File: config.mk
export PLATFORM = sky130hd
export DESIGN_NAME = controlador_periodo
export DESIGN_NICKNAME = d
export VERILOG_FILES = /design/src/rtl/periodometro_pkg.sv /design/src/rtl/acumulador_promedio.sv /design/src/rtl/controlador_periodo.sv
export SDC_FILE = /design/constraint.sdc
export NUM_CORES = 1
export LEC_CHECK = 0
export BUFFER_PORTS_ARGS = -buffer_cell sky130_fd_sc_hd__buf_2
export CAP_MARGIN = 20
export CORE_ASPECT_RATIO = 0.6
export CORE_MARGIN = 4
export CORE_UTILIZATION = 25
export CTS_BUF_LIST = sky130_fd_sc_hd__clkbuf_16
export DETAILED_ROUTE_END_ITERATION = 7
export PLACE_DENSITY = 0.49
export SKIP_LAST_GASP = 1
export SYNTH_ARGS = -nofsm -noshare
export SYNTH_HDL_FRONTEND = slang
export SYNTH_SLANG_ARGS = --single-unit
File: constraint.sdc
create_clock -name reloj_FPGA -period 3.8 [get_ports reloj_FPGA]
set_input_delay 0.38 -clock reloj_FPGA [delete_from_list [all_inputs] [get_ports reloj_FPGA]]
set_output_delay 0.38 -clock reloj_FPGA [all_outputs]
set_load 0.005 [all_outputs]
File: src/rtl/periodometro_pkg.sv
// Shared definitions for the period-meter measurement path: sequencer states,
// default widths and the counter saturation value.
package periodometro_pkg;

    typedef enum logic [1:0] {
        REPOSO     = 2'd0,
        ARMADO     = 2'd1,
        MIDIENDO   = 2'd2,
        PUBLICANDO = 2'd3
    } estado_t;

    localparam int CANT_BITS_DEF     = 12;
    localparam int LOG_PROMEDIOS_DEF = 2;

    // Largest value a per-period tick counter of the given width can hold.
    function automatic logic [31:0] maximo_contador(input int bits);
        return (32'd1 << bits) - 32'd1;
    endfunction

endpackage

File: src/rtl/acumulador_promedio.sv
// Running sum of per-period tick samples, a sample counter, and the
// shift-divide average of the window.
module acumulador_promedio
    import periodometro_pkg::*;
#(
    parameter int CANT_BITS     = CANT_BITS_DEF,
    parameter int LOG_PROMEDIOS = LOG_PROMEDIOS_DEF
) (
    input  logic                 clk_i,
    input  logic                 rst_ni,
    input  logic                 limpiar_i,
    input  logic                 sumar_i,
    input  logic [CANT_BITS-1:0] muestra_i,
    output logic                 ultimo_o,
    output logic [CANT_BITS-1:0] promedio_o
);

    localparam int AW = CANT_BITS + LOG_PROMEDIOS;
    localparam int NW = (LOG_PROMEDIOS > 0) ? LOG_PROMEDIOS : 1;
    localparam logic [NW-1:0] N_ULTIMO = NW'((2 ** LOG_PROMEDIOS) - 1);

    logic [AW-1:0] acumulador_q, acumulador_d;
    logic [AW-1:0] suma;
    logic [NW-1:0] n_q, n_d;

    // The average already includes the sample being added, so the closing
    // edge of a window can publish without an extra cycle.
    assign suma       = acumulador_q + AW'(muestra_i);
    assign ultimo_o   = (n_q == N_ULTIMO);
    assign promedio_o = CANT_BITS'(suma >> LOG_PROMEDIOS);

    always_comb begin
        acumulador_d = acumulador_q;
        n_d          = n_q;
        if (limpiar_i) begin
            acumulador_d = '0;
            n_d          = '0;
        end else if (sumar_i) begin
            acumulador_d = suma;
            n_d          = n_q + 1'b1;
        end
    end

    always_ff @(posedge clk_i or negedge rst_ni) begin
        if (!rst_ni) begin
            acumulador_q <= '0;
            n_q          <= '0;
        end else begin
            acumulador_q <= acumulador_d;
            n_q          <= n_d;
        end
    end

endmodule

File: src/rtl/controlador_periodo.sv
// Measurement sequencer: arms on request or in continuous mode, counts
// timebase ticks over a window of periods and publishes the averaged result.
module controlador_periodo
    import periodometro_pkg::*;
#(
    parameter int CANT_BITS     = CANT_BITS_DEF,
    parameter int LOG_PROMEDIOS = LOG_PROMEDIOS_DEF
) (
    input  logic                 reloj_FPGA,
    input  logic                 reset,
    input  logic                 flanco_pos_onda_cuad,
    input  logic                 tick_base,
    input  logic                 iniciar,
    input  logic                 continuo,
    output logic [CANT_BITS-1:0] valor_periodo,
    output logic                 dato_valido,
    output logic                 desborde,
    output logic                 ocupado
);

    localparam logic [CANT_BITS-1:0] SATURADO = CANT_BITS'(maximo_contador(CANT_BITS));

    estado_t              estado_q, estado_d;
    logic [CANT_BITS-1:0] contador_q, contador_d;
    logic                 ovf_q, ovf_d;
    logic [CANT_BITS-1:0] valor_q, valor_d;
    logic                 valido_q, valido_d;
    logic                 desborde_q, desborde_d;
    logic                 ocupado_q, ocupado_d;

    logic                 limpiar;
    logic                 sumar;
    logic [CANT_BITS-1:0] muestra;
    logic                 ultimo;
    logic [CANT_BITS-1:0] promedio;

    acumulador_promedio #(
        .CANT_BITS     (CANT_BITS),
        .LOG_PROMEDIOS (LOG_PROMEDIOS)
    ) u_acumulador (
        .clk_i      (reloj_FPGA),
        .rst_ni     (reset),
        .limpiar_i  (limpiar),
        .sumar_i    (sumar),
        .muestra_i  (muestra),
        .ultimo_o   (ultimo),
        .promedio_o (promedio)
    );

    // A tick coinciding with the closing edge belongs to the closing period;
    // the saturated case is caught first, so this sum never wraps.
    assign muestra = contador_q + CANT_BITS'(tick_base);

    always_comb begin
        estado_d   = estado_q;
        contador_d = contador_q;
        ovf_d      = ovf_q;
        valor_d    = valor_q;
        desborde_d = desborde_q;
        valido_d   = 1'b0;
        limpiar    = 1'b0;
        sumar      = 1'b0;

        case (estado_q)
            REPOSO: begin
                if (iniciar || continuo) begin
                    estado_d = ARMADO;
                end
            end
            ARMADO: begin
                if (flanco_pos_onda_cuad) begin
                    contador_d = '0;
                    ovf_d      = 1'b0;
                    limpiar    = 1'b1;
                    estado_d   = MIDIENDO;
                end
            end
            MIDIENDO: begin
                if (tick_base && (contador_q == SATURADO)) begin
                    ovf_d      = 1'b1;
                    valido_d   = 1'b1;
                    valor_d    = SATURADO;
                    desborde_d = 1'b1;
                    estado_d   = PUBLICANDO;
                end else if (flanco_pos_onda_cuad) begin
                    sumar      = 1'b1;
                    contador_d = '0;
                    if (ultimo) begin
                        valido_d   = 1'b1;
                        valor_d    = promedio;
                        desborde_d = 1'b0;
                        estado_d   = PUBLICANDO;
                    end
                end else if (tick_base) begin
                    contador_d = contador_q + 1'b1;
                end
            end
            PUBLICANDO: begin
                // The next window's first period started at the closing edge.
                limpiar = 1'b1;
                if (tick_base) begin
                    contador_d = contador_q + 1'b1;
                end
                if (continuo && !ovf_q) begin
                    estado_d = MIDIENDO;
                end else if (continuo) begin
                    estado_d = ARMADO;
                end else begin
                    estado_d = REPOSO;
                end
            end
            default: begin
                estado_d = REPOSO;
            end
        endcase

        ocupado_d = (estado_d != REPOSO);
    end

    always_ff @(posedge reloj_FPGA or negedge reset) begin
        if (!reset) begin
            estado_q   <= REPOSO;
            contador_q <= '0;
            ovf_q      <= 1'b0;
            valor_q    <= '0;
            valido_q   <= 1'b0;
            desborde_q <= 1'b0;
            ocupado_q  <= 1'b0;
        end else begin
            estado_q   <= estado_d;
            contador_q <= contador_d;
            ovf_q      <= ovf_d;
            valor_q    <= valor_d;
            valido_q   <= valido_d;
            desborde_q <= desborde_d;
            ocupado_q  <= ocupado_d;
        end
    end

    assign valor_periodo = valor_q;
    assign dato_valido   = valido_q;
    assign desborde      = desborde_q;
    assign ocupado       = ocupado_q;

endmodule

==> metrics.txt, run 1 <==
result of the run complete, no violations; final cell count without fillers 447; final count of negative-setup-slack endpoints 0; kind of start point of the critical path flop; number of flops mapped to enable cells by yosys 0; Pins Over Slew Limit 0; Root Buffer Master clkbuf_16; Syn Inst Count 296; total via count in the routed design 2,121; flop and latch count out of synthesis 46; vias per cell 4.745; time the final worst path needs with I/O delays and setup 3.051 ns; worst path required time 3.98 ns; Final Cycle Share 80.29%; via count of the first global-routing pass 2,050; number of diodes added for antenna fixing 0; number of hold-repair buffers added at the cts stage 0; final global-route overflow total 0; number of antenna violations at the first check in global routing 0; net count of the finished layout 331; Unique masters post-synth 46; overall global routing resource usage 10.84%; number of violations of the max-capacitance limit 0; clock buffer depth 2; synth top area cells dfrtp_1 42%, ha_1 7.2%, nand2_1 5.8%, xnor2_1 5.7%, a21oi_1 3.8%; element type at the critical path end flop; Post-Syn Area per Cell 9.350 um2; Max Fanout on Critical Path 5; last weighted congestion value of the routability-driven placer 0.8023; synthesized cell area 2768 um2; number of nets still failing antenna checks after routing 0; data arrival at the endpoint of the critical path 3.23 ns; first-pass GRT wire length 10,780 um; count of endpoints failing hold in the final timing report 0; post-route setup TNS 0 ns; WS Path Type flop to flop; achievable frequency 327.7 MHz; Area growth, synth to finish 12.88%; largest net degree at the start of global routing 47; transition time of the tightest slew-check pin 0.8675 ns; portion of synthesized cell area occupied by the leading cell type 41.59%; DR DRC count 0; Synthesized Nets 319; minimum hold slack 0.06905 ns; Clock Skew 0.003798 ns; number of gates given a new drive strength after cts 0; DRT Pass-1 Iters 4; peak ir drop on the vdd network 271.1 uV; final cell utilization of the core 29.29%; fraction of layout cells with a size suffix above 1 11.04%; Leakage 1.503 nW; warnings from Yosys 0; height of the die 89.50 um; finished layout cell area 3124 um2; core area 10,670 um2; unrepaired setup endpoints after global routing false; type of the worst min-delay path input port to async pin; total wirelength of the detailed-routed design 6381 um; number of post-CTS setup repair buffers 0; P per Cell Area 531.8 nW/um2; Starting Density 25.94%; total placed instance area 2945 um2; detailed placement HPWL 4624 um; number of core rows 29; clock buffer count from CTS 5; Die ar. 12,870 um2; Synth async-reset ratio 100.0%; clk sinks 46; setup slack at placement 0.5899 ns; clock input transition at the sequential cells of the worst setup and hold paths 0.06 ns; clock tree from TritonCTS built; insertion delay of the later-clocked pin in the worst-skew pair 0.29 ns; dominant synthesized flop cell dfrtp_1; Inst Count DP 439; headroom to the max-slew limit 41.78%; DRC marker count from the first detailed-route iteration 104; Die Width 143.8 um; quantity of I/O buffers inserted on ports 20; sequential fraction of the synthesis area 41.59%; Avg WL per Cell 14.28 um; H-tree depth 2; post-route worst setup slack 0.7489 ns; library cell occupying the most area in the post-synthesis netlist dfrtp_1; I/O pin total 21; post-layout total power 1.662 mW
synthesized netlist by cell type (2+ instances only):
cell type  instances
or3_1              5
buf_4              2
a21o_1             9
nor4_1             3
inv_1              5
a21oi_1           21
xnor2_1           18
a31oi_1            3
nand2b_1           4
buf_2              5
o21ai_0            8
o21ai_1            3
clkbuf_1           5
ha_1              16
nand2_1           43
and2_1             2
nand3_1           13
and3_1             7
nand4_1            5
xor2_1            12
o22a_1            12
nor3_1             3
dfrtp_1           46
o22ai_1            2
nor2_1            21
buf_6              3
worst paths after layout:
| check | from | to | slack, ns | depth (start not counted) |
|---|---|---|---|---|
| max | contador_q[0] | u_acumulador.acumulador_q[10] | 0.75 | 11 |
| max in group asynchronous | reset | u_acumulador.acumulador_q[1] | 3.20 | 2 |
| min in group reloj_FPGA | continuo | ocupado | 0.33 | 2 |
| min reg2reg | valor_periodo[7] | valor_periodo[7] | 0.50 | 1 |
| max reg2reg | contador_q[0] | u_acumulador.acumulador_q[10] | 0.75 | 11 |
| min | reset | dato_valido | 0.07 | 1 |
worst max-delay path, stage by stage, from the launching register on:
cell and delay (ns):
dfrtp_1 0.39, ha_1 0.20, ha_1 0.26, nand3_1 0.12
xnor2_1 0.15, ha_1 0.35, a21o_1 0.25, a221oi_1 0.52
o21bai_1 0.18, a31oi_1 0.23, xnor2_1 0.11, a21o_1 0.18
power breakdown:
group	switching (mW)	leakage [nW]	internal (mW)
clock	0.188	0.0773	0.305
combinational	0.270	0.812	0.208
sequential	0.100	0.614	0.590
kinds of logic after synthesis:
family / count (synthesis) / share of synthesized area (%)
buffers and inverters: 21 / 4.159
flip-flops: 46 / 41.59
AND/OR/NAND/NOR: 113 / 19.85
multiplexers: 1 / 0.3617
XOR/XNOR: 30 / 9.494
adder cells (fa/ha/maj): 17 / 7.957
AO/OA/AOI/OAI: 68 / 16.59
registers in the layout, indices dropped and copies added (netlist names):
| name | count |
|---|---|
| valor_periodo | 12 |
| u_acumulador.acumulador_q | 14 |
| ocupado | 1 |
| contador_q | 12 |
| estado_q | 2 |
| dato_valido | 1 |
| ovf_q | 1 |
| desborde | 1 |
| u_acumulador.n_q | 2 |
placed cells by master, fill, tap and decap left out, drive strengths merged, types with 2 or more instances in the layout:
master / Yosys / final
o21ai: 11 / 11
inv: 5 / 5
clkbuf: 5 / 5
and2: 2 / 2
a31oi: 3 / 3
ha: 16 / 16
buf: 11 / 21
nand2b: 4 / 4
a21o: 9 / 9
nand4: 6 / 6
and3: 8 / 8
o22ai: 2 / 2
or3: 5 / 5
nand2: 43 / 43
o22a: 12 / 12
xor2: 12 / 12
nand3: 14 / 14
nor4: 3 / 3
dfrtp: 46 / 46
nor2: 21 / 21
a21oi: 22 / 22
nor3: 3 / 3
xnor2: 18 / 18
routing by layer:
metal,GRT usage (%),routed length (um)
met5,0,0
met4,3.590,95
met3,2.993,281
met2,14.26,2335
met1,16.65,3669
final cells by class:
type	count	area (um2)
clock buffers	5	125.1
clock inverters	2	33.78
fillers	1131	7543
inverters	5	18.77
multi-input cells	229	1501
flip-flops and latches	46	1151
well taps	139	173.9
repair buffers	21	120.1
(Power assumes the default switching activity.)
==> run 2: changes to the inputs <==
==> constraint.sdc (replaced) <==
create_clock -name reloj_FPGA -period 3.1 [get_ports reloj_FPGA]
set_input_delay 0.31 -clock reloj_FPGA [delete_from_list [all_inputs] [get_ports reloj_FPGA]]
set_output_delay 0.31 -clock reloj_FPGA [all_outputs]
set_load 0.005 [all_outputs]
==> run 2 against run 1 <==
  * Die area unchanged
  * Largest cell class unchanged
  * Non-clock buffer count rose by 6
  * First-iteration DRC count increased by 5.8%
==> metrics.txt, run 2 (synthesis gave the netlist of run 1 again) <==
endpoint of the most critical setup path u_acumulador.acumulador_q[10]; Area growth, synth to finish 14.06%; fraction of layout cells with a size suffix above 1 13.02% (+2.0 points); Die ar. 12,870 um2 (unchanged); Register-to-Register Setup Slack 0.20 ns (-0.55 ns); Critical R2R Launch contador_q[0]; max FFs per register 14 (unchanged); achievable frequency 344.9 MHz (+5.2%); clock input transition at the sequential cells of the worst setup and hold paths 0.07 ns (about the same); insertion delay of the later-clocked pin in the worst-skew pair 0.30 ns (about the same); largest net degree at the start of global routing 47 (unchanged); largest delay contributor family on the critical path compound AO/OA/AOI/OAI gates; via count of the first global-routing pass 2,067 (+0.83%); first element of the critical path contador_q[0]; DRC marker count from the first detailed-route iteration 110 (+5.8%); Leakage 1.519 nW (+1.1%); unrepaired setup endpoints after global routing false; clock buffer count from CTS 5 (unchanged); core area 10,670 um2 (unchanged); Die Width 143.8 um (unchanged); count of endpoints failing hold in the final timing report 0 (unchanged); number of violations of the max-capacitance limit 0 (unchanged); WS Path Type flop to flop; clock tree from TritonCTS built; detailed placement HPWL 4736 um (+2.4%); DRT Pass-1 Iters 4 (unchanged); kind of start point of the critical path flop; Pins Over Slew Limit 0 (unchanged); endpoint of the lowest-slack register-to-register path u_acumulador.acumulador_q[10]; total wirelength of the detailed-routed design 6510 um (+2.0%); final global-route overflow total 0 (unchanged); final count of negative-setup-slack endpoints 0 (unchanged); Clock Skew 0.003906 ns (+0.0001073 ns); headroom to the max-slew limit 40.11% (-1.7 points); data arrival at the endpoint of the critical path 3.09 ns (-0.14 ns); number of core rows 29 (unchanged); worst path buffer plus inverter count 1 (+1); transition time of the tightest slew-check pin 0.8924 ns (+0.02495 ns); height of the die 89.50 um (unchanged); Avg WL per Cell 14.34 um (+0.45%); post-route setup TNS 0 ns (unchanged); P per Cell Area 634.0 nW/um2 (+19%); stage delay of the slowest cell on the critical path 0.40 ns (-0.12 ns); type of the worst min-delay path input port to flop; clk sinks 46 (unchanged); number of nets still failing antenna checks after routing 0 (unchanged); number of cell instances on the worst register-to-register path 12 (+1); H-tree depth 2 (unchanged); last weighted congestion value of the routability-driven placer 0.8101 (+0.97%); first-pass GRT wire length 10,930 um (+1.4%); Final Cycle Share 93.53% (+13 points); time the final worst path needs with I/O delays and setup 2.899 ns (-0.1518 ns); finished layout cell area 3157 um2 (+1.0%); register name with the most flops u_acumulador.acumulador_q; Root Buffer Master clkbuf_16; Critical Path Stages 12 (+1); element type at the critical path end flop; number of antenna violations at the first check in global routing 0 (unchanged); clock buffer depth 2 (unchanged); quantity of I/O buffers inserted on ports 20 (unchanged); total via count in the routed design 2,129 (+0.38%); number of diodes added for antenna fixing 0 (unchanged); commonest cells after routing, fill and taps aside 46 x dfrtp_1, 43 x nand2_1, 21 x nor2_1, 21 x a21oi_1, 20 x buf_2; net count of the finished layout 337 (+1.8%); I/O pin total 21 (unchanged); total placed instance area 2983 um2 (+1.3%); worst path required time 3.29 ns (-0.69 ns); commonest non-fill, non-tap cell in the layout dfrtp_1; cells along the critical path ha_1 > ha_2 > nand3_1 > xnor2_1 > ha_1 > a21o_1 > a221oi_1 > buf_4 > o21bai_1 > a31oi_1 > xnor2_1 > a21o_1; vias per cell 4.689 (-1.2%); result of the run complete, no violations; Starting Density 25.94% (unchanged); DR DRC count 0 (unchanged); Critical-path top delay cell dfrtp_1; Max Fanout on Critical Path 5 (unchanged); overall global routing resource usage 11.04% (+0.20 points); peak ir drop on the vdd network 266.5 uV (-1.7%)
run 2: worst register-to-register path: cells and delay by family, from the launching register on:
kind | cells | cell delay [ns]
AO/OA/AOI/OAI | 5 | 1.05
adder cells (fa/ha/maj) | 3 | 0.81
flip-flops | 1 | 0.40
XOR/XNOR | 2 | 0.23
buffers and inverters | 1 | 0.19
AND/OR/NAND/NOR | 1 | 0.11
run 2: what timing repair did:
| item | CTS | global route |
|---|---|---|
| setup buffers | 0 | 0 |
| hold buffers | 0 | 1 |
| endpoints found under the hold margin | 0 | 17 |
| endpoints found under the setup margin | 0 | 3 |
| resized for setup | 0 | 1 |
run 2: through the flow:
step | total power, mW | setup WS [ns] | utilization, % | hold WS [ns] | std cells
final | 2.001 | 0.2007 | 29.59 | 0.2509 | 454
after global placement | 1.458 | 0.1823 | 27.96 | 0.4857 | 444
after CTS | 2.027 | 0.1546 | 29.29 | 0.2454 | 452
after global routing | 2.155 | 0.03552 | 29.59 | 0.2678 | 454
after floorplan | 1.277 | 0.3895 | - | 0.01441 | 296
after detailed placement | 1.476 | 0.1108 | 27.96 | 0.4932 | 444
run 2: layer usage:
metal	vias up	global-route usage, %	share of wire, %
met5	-	0	0
met4	0	3.932	1.6
met3	10	3.314	4.0
met2	26	14.30	37
met1	1013	16.85	58
li1	1080	-	-
run 2: cell type report:
cell class                      instances  area (um2)
Fill cell                            1165        7511
Multi-Input combinational cell        229        1504
Sequential cell                        46        1151
Tap cell                              139       173.9
Timing Repair Buffer                   27       167.7
Clock buffer                            5       125.1
Inverter                                5       18.77
Clock inverter                          3       16.27
run 2: worst min path at each step:
stage,startpoint,to,slack [ns],cells after the start
floorplan,reset,contador_q[0],0.01,0
global placement,u_acumulador.acumulador_q[13],u_acumulador.acumulador_q[13],0.49,1
detailed placement,valor_periodo[4],valor_periodo[4],0.49,1
CTS,continuo,ocupado,0.25,2
global route,continuo,ocupado,0.27,2
finish,continuo,ocupado,0.25,2
run 2: power breakdown:
part           internal (mW)  switching (mW)  total [mW]  leakage, nW
clock network          0.295           0.246       0.541       0.0672
logic                  0.269           0.345       0.613        0.838
registers              0.723           0.124       0.847        0.614
total                   1.29           0.715        2.00         1.52
